--- config.mk ---
export PLATFORM = sky130hd
export DESIGN_NAME = rv32_alu_operand_stage
export DESIGN_NICKNAME = d
export VERILOG_FILES = /design/src/rtl/rv32_alu_operand_stage.sv
export SDC_FILE = /design/constraint.sdc
export NUM_CORES = 1
export LEC_CHECK = 0
export ABC_AREA = 1
export BUFFER_PORTS_ARGS = -buffer_cell sky130_fd_sc_hd__buf_2
export CORE_MARGIN = 5
export CORE_UTILIZATION = 40
export CTS_CLUSTER_SIZE = 24
export DETAILED_ROUTE_END_ITERATION = 6
export GPL_TIMING_DRIVEN = 0
export MAX_ROUTING_LAYER = met4
export PLACE_DENSITY_LB_ADDON = 0.1
export SYNTH_ARGS = -nofsm -noshare
export SYNTH_HDL_FRONTEND = slang
export SYNTH_SLANG_ARGS = --single-unit
--- constraint.sdc ---
create_clock -name clk -period 1.8 [get_ports clk]
set_input_delay 0.27 -clock clk [delete_from_list [all_inputs] [get_ports clk]]
set_output_delay 0.27 -clock clk [all_outputs]
set_load 0.05 [all_outputs]
--- src/rtl/rv32_alu_operand_stage.sv ---
// Issue stage in front of the RV32 ALU: selects and conditions both operands,
// buffers up to two instructions (main + skid) and supports per-hart flush.
module rv32_alu_operand_stage #(
  parameter int XLEN      = 32,
  parameter int ALU_OP_W  = 5,
  parameter int HART_ID_W = 3,
  parameter int RD_W      = 5
) (
  input  logic                 clk,
  input  logic                 rst_n,
  input  logic                 in_valid,
  output logic                 in_ready,
  input  logic [XLEN-1:0]      in_rs1_data,
  input  logic [XLEN-1:0]      in_rs2_data,
  input  logic [XLEN-1:0]      in_imm,
  input  logic [XLEN-1:0]      in_pc,
  input  logic [1:0]           in_op1_sel,
  input  logic [1:0]           in_op2_sel,
  input  logic                 in_is_shift,
  input  logic [ALU_OP_W-1:0]  in_alu_op,
  input  logic [HART_ID_W-1:0] in_hart_id,
  input  logic [RD_W-1:0]      in_rd,
  input  logic                 in_rd_we,
  input  logic                 flush_valid,
  input  logic [HART_ID_W-1:0] flush_hart,
  output logic                 out_valid,
  input  logic                 out_ready,
  output logic [XLEN-1:0]      alu_rs1,
  output logic [XLEN-1:0]      alu_rs2,
  output logic [ALU_OP_W-1:0]  alu_opcode,
  output logic [XLEN-1:0]      out_store_data,
  output logic [HART_ID_W-1:0] out_hart_id,
  output logic [RD_W-1:0]      out_rd,
  output logic                 out_rd_we
);

  localparam int SHAMT_W = 5;

  typedef struct packed {
    logic [XLEN-1:0]      op1;
    logic [XLEN-1:0]      op2;
    logic [XLEN-1:0]      store_data;
    logic [ALU_OP_W-1:0]  alu_op;
    logic [HART_ID_W-1:0] hart_id;
    logic [RD_W-1:0]      rd;
    logic                 rd_we;
  } entry_t;

  entry_t r_main, r_skid;
  logic   r_main_valid, r_skid_valid, r_in_ready;

  entry_t          w_in_entry, w_main_next, w_skid_next;
  logic [XLEN-1:0] w_op1, w_op2_raw;
  logic            w_accept, w_xfer;
  logic            w_main_keep, w_skid_keep, w_in_keep;
  logic            w_main_next_valid, w_skid_next_valid;

  // NOTE: every signal written here gets a default first, so no path leaves it unassigned (no latch).
  always_comb begin
    w_op1     = '0;
    w_op2_raw = '0;
    case (in_op1_sel)
      2'd0:    w_op1 = in_rs1_data;
      2'd1:    w_op1 = in_pc;
      default: w_op1 = '0;
    endcase
    case (in_op2_sel)
      2'd0:    w_op2_raw = in_rs2_data;
      2'd1:    w_op2_raw = in_imm;
      2'd2:    w_op2_raw = XLEN'(4);
      default: w_op2_raw = '0;
    endcase

    w_in_entry            = '0;
    w_in_entry.op1        = w_op1;
    // The ALU shifts by the whole operand, so the shift amount is trimmed here.
    w_in_entry.op2        = in_is_shift ? {{(XLEN-SHAMT_W){1'b0}}, w_op2_raw[SHAMT_W-1:0]}
                                        : w_op2_raw;
    w_in_entry.store_data = in_rs2_data;
    w_in_entry.alu_op     = in_alu_op;
    w_in_entry.hart_id    = in_hart_id;
    w_in_entry.rd         = in_rd;
    w_in_entry.rd_we      = in_rd_we;
  end

  // A transfer completing this cycle stands even if its hart is being flushed.
  assign w_accept    = in_valid & r_in_ready;
  assign w_xfer      = r_main_valid & out_ready;
  assign w_main_keep = r_main_valid & ~w_xfer &
                       ~(flush_valid & (r_main.hart_id == flush_hart));
  assign w_skid_keep = r_skid_valid & ~(flush_valid & (r_skid.hart_id == flush_hart));
  assign w_in_keep   = w_accept & ~(flush_valid & (in_hart_id == flush_hart));

  // Surviving entries are compacted in age order: main, then skid, then the new beat.
  always_comb begin
    w_main_next       = r_main;
    w_skid_next       = r_skid;
    w_main_next_valid = 1'b1;
    w_skid_next_valid = 1'b0;
    if (w_main_keep) begin
      if (w_skid_keep) begin
        w_skid_next_valid = 1'b1;
      end else if (w_in_keep) begin
        w_skid_next       = w_in_entry;
        w_skid_next_valid = 1'b1;
      end
    end else if (w_skid_keep) begin
      w_main_next = r_skid;
      if (w_in_keep) begin
        w_skid_next       = w_in_entry;
        w_skid_next_valid = 1'b1;
      end
    end else if (w_in_keep) begin
      w_main_next = w_in_entry;
    end else begin
      w_main_next_valid = 1'b0;
    end
  end

  // NOTE: state updates use non-blocking assignments so every flop samples pre-edge values.
  always_ff @(posedge clk) begin
    if (!rst_n) begin
      r_main_valid <= 1'b0;
      r_skid_valid <= 1'b0;
      r_in_ready   <= 1'b1;
      // NOTE: payload registers are reset too because the outputs must read zero after reset.
      r_main       <= '0;
      r_skid       <= '0;
    end else begin
      r_main_valid <= w_main_next_valid;
      r_skid_valid <= w_skid_next_valid;
      r_in_ready   <= ~w_skid_next_valid;
      if (w_main_next_valid) r_main <= w_main_next;
      if (w_skid_next_valid) r_skid <= w_skid_next;
    end
  end

  assign in_ready       = r_in_ready;
  assign out_valid      = r_main_valid;
  assign alu_rs1        = r_main.op1;
  assign alu_rs2        = r_main.op2;
  assign alu_opcode     = r_main.alu_op;
  assign out_store_data = r_main.store_data;
  assign out_hart_id    = r_main.hart_id;
  assign out_rd         = r_main.rd;
  assign out_rd_we      = r_main.rd_we;

endmodule

Yosys cells after proc, flatten, opt, wreduce, memory -nomap -nowiden
Index checks and enable logic that the tools add are counted.
{ "totals": {"in_bits": 155, "register_bits": 223, "word_cells": 59, "output_inout_bits": 112} }
{ "op_classes": {"n_bitwise": 15, "reduce_logical": 6, "muxes": 14, "n_eq_ne": 7} }
{ "op_table": {"columns": ["operator", "count"], "rows": [
  ["2-to-1 mux 110 bit", 6],
  ["case mux 32 bit (3 select lines)", 1],
  ["case mux 32 bit (2 select lines)", 1],
  ["2-to-1 mux 32 bit", 1],
  ["bitwise AND 1 bit", 9],
  ["== test 3 bit", 3],
  ["NOT 1 bit", 6],
  ["AND reduction 3 bit", 2],
  ["2-to-1 mux 1 bit", 5],
  ["== test 2 x 1 -> 1 bit (second input constant)", 2],
  ["logical NOT 2 bit", 2],
  ["nonzero test 2 bit", 2],
  ["== test 2 bit (second input constant)", 1],
  ["inequality test 2 bit (second input constant)", 1]
]} }

Logic depth before layout (Yosys ltp)
Gate-level depths: netlist of the first run.
{ "depth": {"ltp_word": 8, "depth_mapped": 14, "depth_no_buf": 12} }

Worst setup path before layout of the first run
Ideal clock, no wire load.
{ "synth_path": {"kind": "reg-to-reg", "from": "register r_main, in the netlist out_hart_id[2]", "to": "register r_skid[104] (netlist name)", "stages_incl_launch_ff": 10, "setup_time_ns": 0.115, "period_less_slack_ns": 1.850, "required_ns": 1.685, "n_path_buf": 2, "path_slack_ns": -0.050, "t_arrival_ns": 1.735, "path_cell_list": "dfxtp_1 -> inv_1 -> nand2_1 -> nand4_1 -> o21ai_2 -> nand2_2 -> buf_4 -> buf_2 -> a21oi_1 -> nor2_1"} }
{ "synth_between": {"elab_chain_cells": 6, "word_cells_on_any_way": 9, "cone_classes": "eq/ne (2); mux (2); bitwise (3); reduce/logical (2)"} }
{ "synth_rtl": {"columns": ["item", "line", "text"], "rows": [
  ["start: declaration", "49", "entry_t r_main, r_skid;"],
  ["start signal: assignment", "133", "if (w_main_next_valid) r_main <= w_main_next;"],
  ["== test 3 bit (*)", "90", "~(flush_valid & (r_main.hart_id == flush_hart));"],
  ["bitwise AND 1 bit (*)", "90", null],
  ["NOT 1 bit (*)", "90", null],
  ["bitwise AND 1 bit (*)", "89", "assign w_main_keep = r_main_valid & ~w_xfer &"],
  ["inequality test 2 bit (no source line), or another cell as far along", null, null],
  ["AND reduction 3 bit (no source line)", null, null],
  ["end signal: assignment", "134", "if (w_skid_next_valid) r_skid <= w_skid_next;"],
  ["end: declaration", "49", null]
]} }
Mark *: on every way between the ends. The rest lies on a longest branch, timed or not.
A chain may end at the register's enable or synchronous reset.

Worst setup path after layout of the first run
{ "layout_path": {"from": "register r_skid[7] (netlist name)", "to": "register r_main, in the netlist out_rd[0]"} }
{ "layout_between": {"elab_chain_cells": 7, "word_cells_on_any_way": 9, "cone_classes": "eq/ne (1); mux (3); bitwise (3); reduce/logical (2)"} }
{ "layout_rtl": {"columns": ["item", "line", "text"], "rows": [
  ["== test 3 bit (*)", "91", "assign w_skid_keep = r_skid_valid & ~(flush_valid & (r_skid.hart_id == flush_hart));"],
  ["bitwise AND 1 bit (*)", "91", null],
  ["NOT 1 bit (*)", "91", null],
  ["bitwise AND 1 bit (*)", "91", null],
  ["2-to-1 mux 1 bit", "107", "end else if (w_skid_keep) begin"],
  ["2-to-1 mux 1 bit", "100", "if (w_main_keep) begin"],
  ["AND reduction 3 bit (no source line)", null, null]
]} }
Marked as above.

==> results of run 1 <==
path summary, 6_finish.rpt:
| check | depth (start not counted) | slack, ps | from | end |
|---|---|---|---|---|
| worst max-delay path | 11 | 40 | r_skid[7] | out_rd[0] |
| worst min-delay path | 3 | 30 | in_hart_id[1] | r_skid[7] |
| worst max register to register | 11 | 40 | r_skid[7] | out_rd[0] |
| worst min register to register | 2 | 460 | alu_rs1[21] | alu_rs1[21] |
through the flow:
step	std cells	power (mW)	area, um2	utilization, %
finish	2560	14.8	14700	51.8
global placement	2504	8.94	13300	46.6
CTS	2555	14.7	14400	50.7
detailed placement	2504	8.98	13300	46.6
global route	2560	15.5	14700	51.8
floorplan	1857	8.01	11500	-
worst min-delay path, stage by stage:
cell and delay, ps:
buf_2 120, nor2_1 50, nor2_1 80
Yosys cell counts:
cell / instances / share of area (%)
buf_2: 31 / 1.4
inv_2: 5 / 0.16
inv_1: 217 / 7.1
nand4_1: 1 / 0.055
buf_4: 23 / 1.5
buf_6: 12 / 1.2
nand2_1: 466 / 15
or2_1: 7 / 0.38
nor2_2: 3 / 0.16
o21ai_0: 162 / 7.1
nand3_1: 136 / 5.9
o21a_1: 1 / 0.066
o21ai_2: 1 / 0.076
a21oi_1: 113 / 4.9
or2_2: 3 / 0.16
dfxtp_1: 223 / 39
nand2_2: 2 / 0.11
clkbuf_1: 61 / 2.0
buf_1: 8 / 0.26
nor2_1: 345 / 11
a21oi_4: 1 / 0.14
or2_0: 4 / 0.22
nand2_4: 3 / 0.29
nand3b_1: 1 / 0.066
o21ai_1: 28 / 1.2
power by group through the flow:
stage	sequential, mW	combinational [mW]	clock, mW
6_report	5.59	3.49	5.69
2_1_floorplan	6.49	1.53	0
3_5_place_dp	5.69	3.29	0
3_3_place_gp	5.68	3.26	0
5_1_grt	5.63	3.82	6.01
4_1_cts	5.58	3.38	5.78
final cells by class:
| cell class | instances | area [um2] |
|---|---|---|
| Antenna cell | 2 | 5.00 |
| Buffer | 131 | 970 |
| Clock buffer | 38 | 807 |
| Clock inverter | 8 | 121 |
| Fill cell | 3026 | 13700 |
| Inverter | 222 | 833 |
| Multi-Input combinational cell | 1277 | 5550 |
| Sequential cell | 223 | 4470 |
| Tap cell | 384 | 480 |
| Timing Repair Buffer | 275 | 1500 |
registers in the layout, summed over array words and instances, names as in the netlist:
| signal | count |
|---|---|
| alu_opcode | 5 |
| alu_rs1 | 32 |
| alu_rs2 | 32 |
| in_ready | 1 |
| out_hart_id | 3 |
| out_rd | 5 |
| out_rd_we | 1 |
| out_store_data | 32 |
| out_valid | 1 |
| r_skid | 110 |
| r_skid_valid | 1 |
routing by layer:
layer	wire length, um	vias to the layer above
li1	-	6317
met1	17500	5603
met2	19000	400
met3	2720	53
met4	841	0
met5	0	-
repair_timing:
| item | CTS | global route |
|---|---|---|
| hold buffers | 0 | 0 |
| pin swaps | 3 | 8 |
| endpoints found under the setup margin | 221 | 221 |
| gates cloned | 1 | 2 |
| gates resized for setup | 51 | 106 |
| hold endpoints to repair | 0 | 0 |
| buffers inserted | 7 | 2 |
logic make-up after synthesis:
group	after synthesis	synth area share (%)
AO/OA/AOI/OAI	306	13.5
flip-flops	223	39.0
AND/OR/NAND/NOR	971	34.0
buffers and inverters	357	13.6
==> run metrics, run 1 <==
Clock Pin Slew Worst Setup and Hold Paths 60 ps; first-pass GRT wire length 60.5 mm; NetSw 4.79 mW; met3 Track Usage GR 3.37%; worst-path cell chain inv_1 -> nand2_1 -> nand2_2 -> nor2_4 -> a21oi_4 -> buf_4 -> clkbuf_4 -> nand2_1 -> o21ai_0 -> nor2_1 -> nor2_1; HP Class in2reg; vias in the first global route 11400; final hold vios 0; required time of the critical path 2270 ps; minimum clock period 1760 ps; critical path start-end classification reg2reg; Die H 179 um; fraction of power consumed by combinational cells 23.6%; worst skew pair latency 540 ps; RSZ-0062 raised after global routing true; Clock Tree Buf Depth 3; share of cells above drive strength 1 20.5%; Crit Path Max Fanout 10; dpl ws -543 ps; routed wire length per instance 15.6 um; global placer's final weighted congestion 0.925; Iter 0 DRT Violations 797; Fin Setup TNS 0 ps; Worst Skew 13.9 ps; Starting Density 40.3%; Max-slew headroom 42.0%; P&R area growth vs syn 28.6%; vias per cell 4.83; gr usage total 24.3%; GRT overflow 0; register bit total from synthesis 223; core region area 28500 um2; most frequent cells in the layout 461 x nand2_1, 337 x nor2_1, 272 x buf_2; Data arrival, critical path 2230 ps; Port Buf Inserts 263; maximum achievable frequency 568 MHz; buffers and inverters on the worst path 3; Worst VDD drop 0.629 mV; power share of the clock group 38.5%; Sw Share 32.5%; pin count of the biggest net entering global routing 20; Die ar. 32100 um2; Final Cycle Share 97.8%; Seq/Total Area, Yosys 39.0%; Pwr Density 1000 nW/um2; Worst path top cell family by delay buffers and inverters; FP Rows 62; final net count 2311; synth warn 0; total of max-cap violations 0; routed wire length 40.0 mm; IO Pins 267; synthesized cell area 11500 um2; GR Util met2 40.7%; Seq pwr share 37.8%; depth of the CTS H-tree 1; antenna violations before repair 2; die span in x 179 um; Startpoint Class register; crit-path max cell delay 320 ps; via count 12400; CTS Root Cell clkbuf_16; met1 usage 31.0%; Hold WS 26.6 ps; crit path capture type register; antenna-violating nets left 0; gr busiest metal met2; Worst Max-Slew Pin Slew 869 ps; Post-Syn Instances 1857; DRC 0; cts bufs inserted 26; CTS Sinks 223; Syn Nets 2012; Yosys cell types 25; final worst slack 40.2 ps; status finished clean; P_int 9.97 mW; Max stage delay cell, worst path dfxtp_2; CTS tree yes; P_leak 7.45 nW; final setup fails 0; DRT Pass-1 Iters 5; most common cell after layout, fill and taps aside nand2_1; Avg Synthesized Cell Area 6.17 um2; max-slew violations 0; HPWL Detailed 29.5 mm
(Power assumes the default switching activity.)
==> run 2, diff against run 1 <==
--- a/config.mk
+++ b/config.mk
@@ -11,7 +11,6 @@
 export CORE_UTILIZATION = 40
 export CTS_CLUSTER_SIZE = 24
 export DETAILED_ROUTE_END_ITERATION = 6
-export GPL_TIMING_DRIVEN = 0
 export MAX_ROUTING_LAYER = met4
 export PLACE_DENSITY_LB_ADDON = 0.1
 export SYNTH_ARGS = -nofsm -noshare
==> run 2 against run 1 <==
Compared with the run above: global-route usage down 3.0 points; register-to-register slack better by 20 ps; critical path depth unchanged; die area unchanged; clock skew up 3.9 ps; sequential power about the same; first-iteration DRC count up 10%; clock power down 6.9%; via count down 4.6%; wire length down 10%; total power down 3.1%; maximum frequency up 0.91%; largest power group is now registers.
==> run metrics, run 2 (same netlist as run 1, synthesis figures left out) <==
HPWL Detailed 24.1 mm (-18%); via count 11800 (-4.6%); die span in x 179 um (unchanged); P_leak 7.46 nW (+0.26%); Starting Density 40.3% (unchanged); DRT Pass-1 Iters 5 (unchanged); Data arrival, critical path 2170 ps (-60 ps); GRT overflow 0 (unchanged); Overall Power 14.3 mW (-3.1%); dpl cells 2432 (-2.9%); maximum achievable frequency 573 MHz (+0.91%); final worst slack 56.1 ps (+15.9 ps); worst skew pair latency 540 ps (about the same); gr usage total 21.3% (-3.0 points); Port Buf Inserts 266 (+1.1%); minimum clock period 1740 ps (-15.9 ps); Finished Core Util 51.9% (+0.092 points); RSZ-0062 raised after global routing true; Worst Max-Slew Pin Slew 504 ps (-365 ps); Final Cycle Share 96.9% (-0.89 points); CTS tree yes; vias per cell 4.73 (-2.1%); routed wire length per instance 14.4 um (-8.0%); CTS Sinks 223 (unchanged); depth of the CTS H-tree 1 (unchanged); worst-path cell chain nand2_1 -> nand4_1 -> nor2_1 -> nor2_2 -> buf_6 -> nand2_8 -> buf_6 -> clkbuf_16 -> buf_4 -> a21oi_1 -> nor2_1; Iter 0 DRT Violations 880 (+10%); Die H 179 um (unchanged); Clock Pin Slew Worst Setup and Hold Paths 60 ps (about the same); max reg flops 110 (unchanged); buffers and inverters on the worst path 4 (+1); pin count of the biggest net entering global routing 80 (+300%); final hold vios 0 (unchanged); antenna violations before repair 1 (-1); core region area 28500 um2 (unchanged); FP Rows 62 (unchanged); first-pass GRT wire length 54.6 mm (-9.7%); Max-slew headroom 66.3% (+24 points); crit path capture type register; Biggest register r_skid; HP Class in2reg; cts bufs inserted 26 (unchanged); P&R area growth vs syn 28.8%; CTS Root Cell clkbuf_16; Filler cells 2960 (-2.2%); Startpoint Class register; Max stage delay cell, worst path dfxtp_2; Worst VDD drop 0.690 mV (+9.7%); most common cell after layout, fill and taps aside nand2_1; Clock Tree Buf Depth 3 (unchanged); routed wire length 35.9 mm (-10%); dpl ws -2.27 ps (+541 ps); antenna-violating nets left 0 (unchanged); Pwr Density 969 nW/um2 (-3.2%); IO Pins 267 (unchanged); final setup fails 0 (unchanged); most frequent cells in the layout 462 x nand2_1, 342 x nor2_1, 264 x buf_2; DRC 0 (unchanged); Worst Skew 17.8 ps (+3.87 ps); Final Non-Filler Cells 2496 (-2.5%); required time of the critical path 2220 ps (-50 ps); share of cells above drive strength 1 19.7% (-0.81 points); max-slew violations 0 (unchanged); critical path start-end classification reg2reg; Crit Path Max Fanout 8 (-2); crit-path max cell delay 360 ps (+40 ps); total of max-cap violations 0 (unchanged); final net count 2249 (-2.7%); Die ar. 32100 um2 (unchanged); Worst path top cell family by delay simple AND/OR/NAND/NOR gates; vias in the first global route 10600 (-7.2%); global placer's final weighted congestion 0.857 (-7.3%); status finished clean
==> run 2: cell count changes in the layout (fill, tap and decap cells not counted), moves of 8 or more <==
cell	delta
clkbuf_2	-9
clkbuf_16	+9
buf_4	+10
buf_6	-32
clkbuf_1	-37
buf_1	-8
buf_2	-8
buf_12	+24
clkbuf_4	-9
==> run 2: worst paths after layout <==
kind | startpoint | end | slack, ps | cells after the start
worst min register to register | alu_rs1[11] | alu_rs1[11] | 480 | 2
worst max register to register | out_hart_id[1] | r_skid[8] | 60 | 11
worst min-delay path | in_hart_id[0] | r_skid[6] | 30 | 3
worst max-delay path | out_hart_id[1] | r_skid[8] | 60 | 11
==> run 2: through the flow <==
stage	cell area (um2)	hold slack (ps)	setup TNS, ps
finish	14800	30.5	0
global route	14800	40.7	-18.7
CTS	14300	10.4	0
detailed placement	13400	468	-2.27
global placement	13400	458	0
floorplan	11500	405	0
==> run 2: cell type report <==
type | instances | area [um2] | area share [%]
clock inverters | 8 | 101 | 0.686
diodes | 1 | 2.50 | 0.0169
inverters | 222 | 833 | 5.64
well taps | 384 | 480 | 3.25
clock buffers | 37 | 752 | 5.09
multi-input cells | 1277 | 5510 | 37.3
repair buffers | 344 | 2610 | 17.7
flip-flops and latches | 223 | 4470 | 30.3
==> run 2: repair_timing <==
item / in CTS / in global routing
hold endpoints to repair: 1 / 0
endpoints found under the setup margin: 0 / 196
buffers inserted: 0 / 7
gates resized for setup: 0 / 23
hold buffers: 1 / 0
==> run 2: worst register-to-register path: cells and delay by family (launching register included) <==
family / cells / cell delay (ps)
AND/OR/NAND/NOR: 6 / 580
buffers and inverters: 4 / 550
AO/OA/AOI/OAI: 1 / 130
flip-flops: 1 / 360
==> run 2: power by group <==
group / internal [mW] / switching (mW) / total (mW) / leakage (nW)
logic: 1.11 / 2.32 / 3.43 / 5.20
registers: 5.37 / 0.214 / 5.59 / 1.84
clock network: 3.17 / 2.12 / 5.30 / 0.424
total: 9.66 / 4.65 / 14.3 / 7.46
==> run 2: layer usage <==
metal  part of all wire, %  track usage, %  vias to the layer above  wire length [um]
met1                    44            27.4                     5279             16000
met5                     0               -                        -                 0
li1                      -               -                     6206                 -
met4                   1.4            4.09                        0               517
met2                    48            36.0                      285             17300
met3                   5.8            2.99                       40              2080
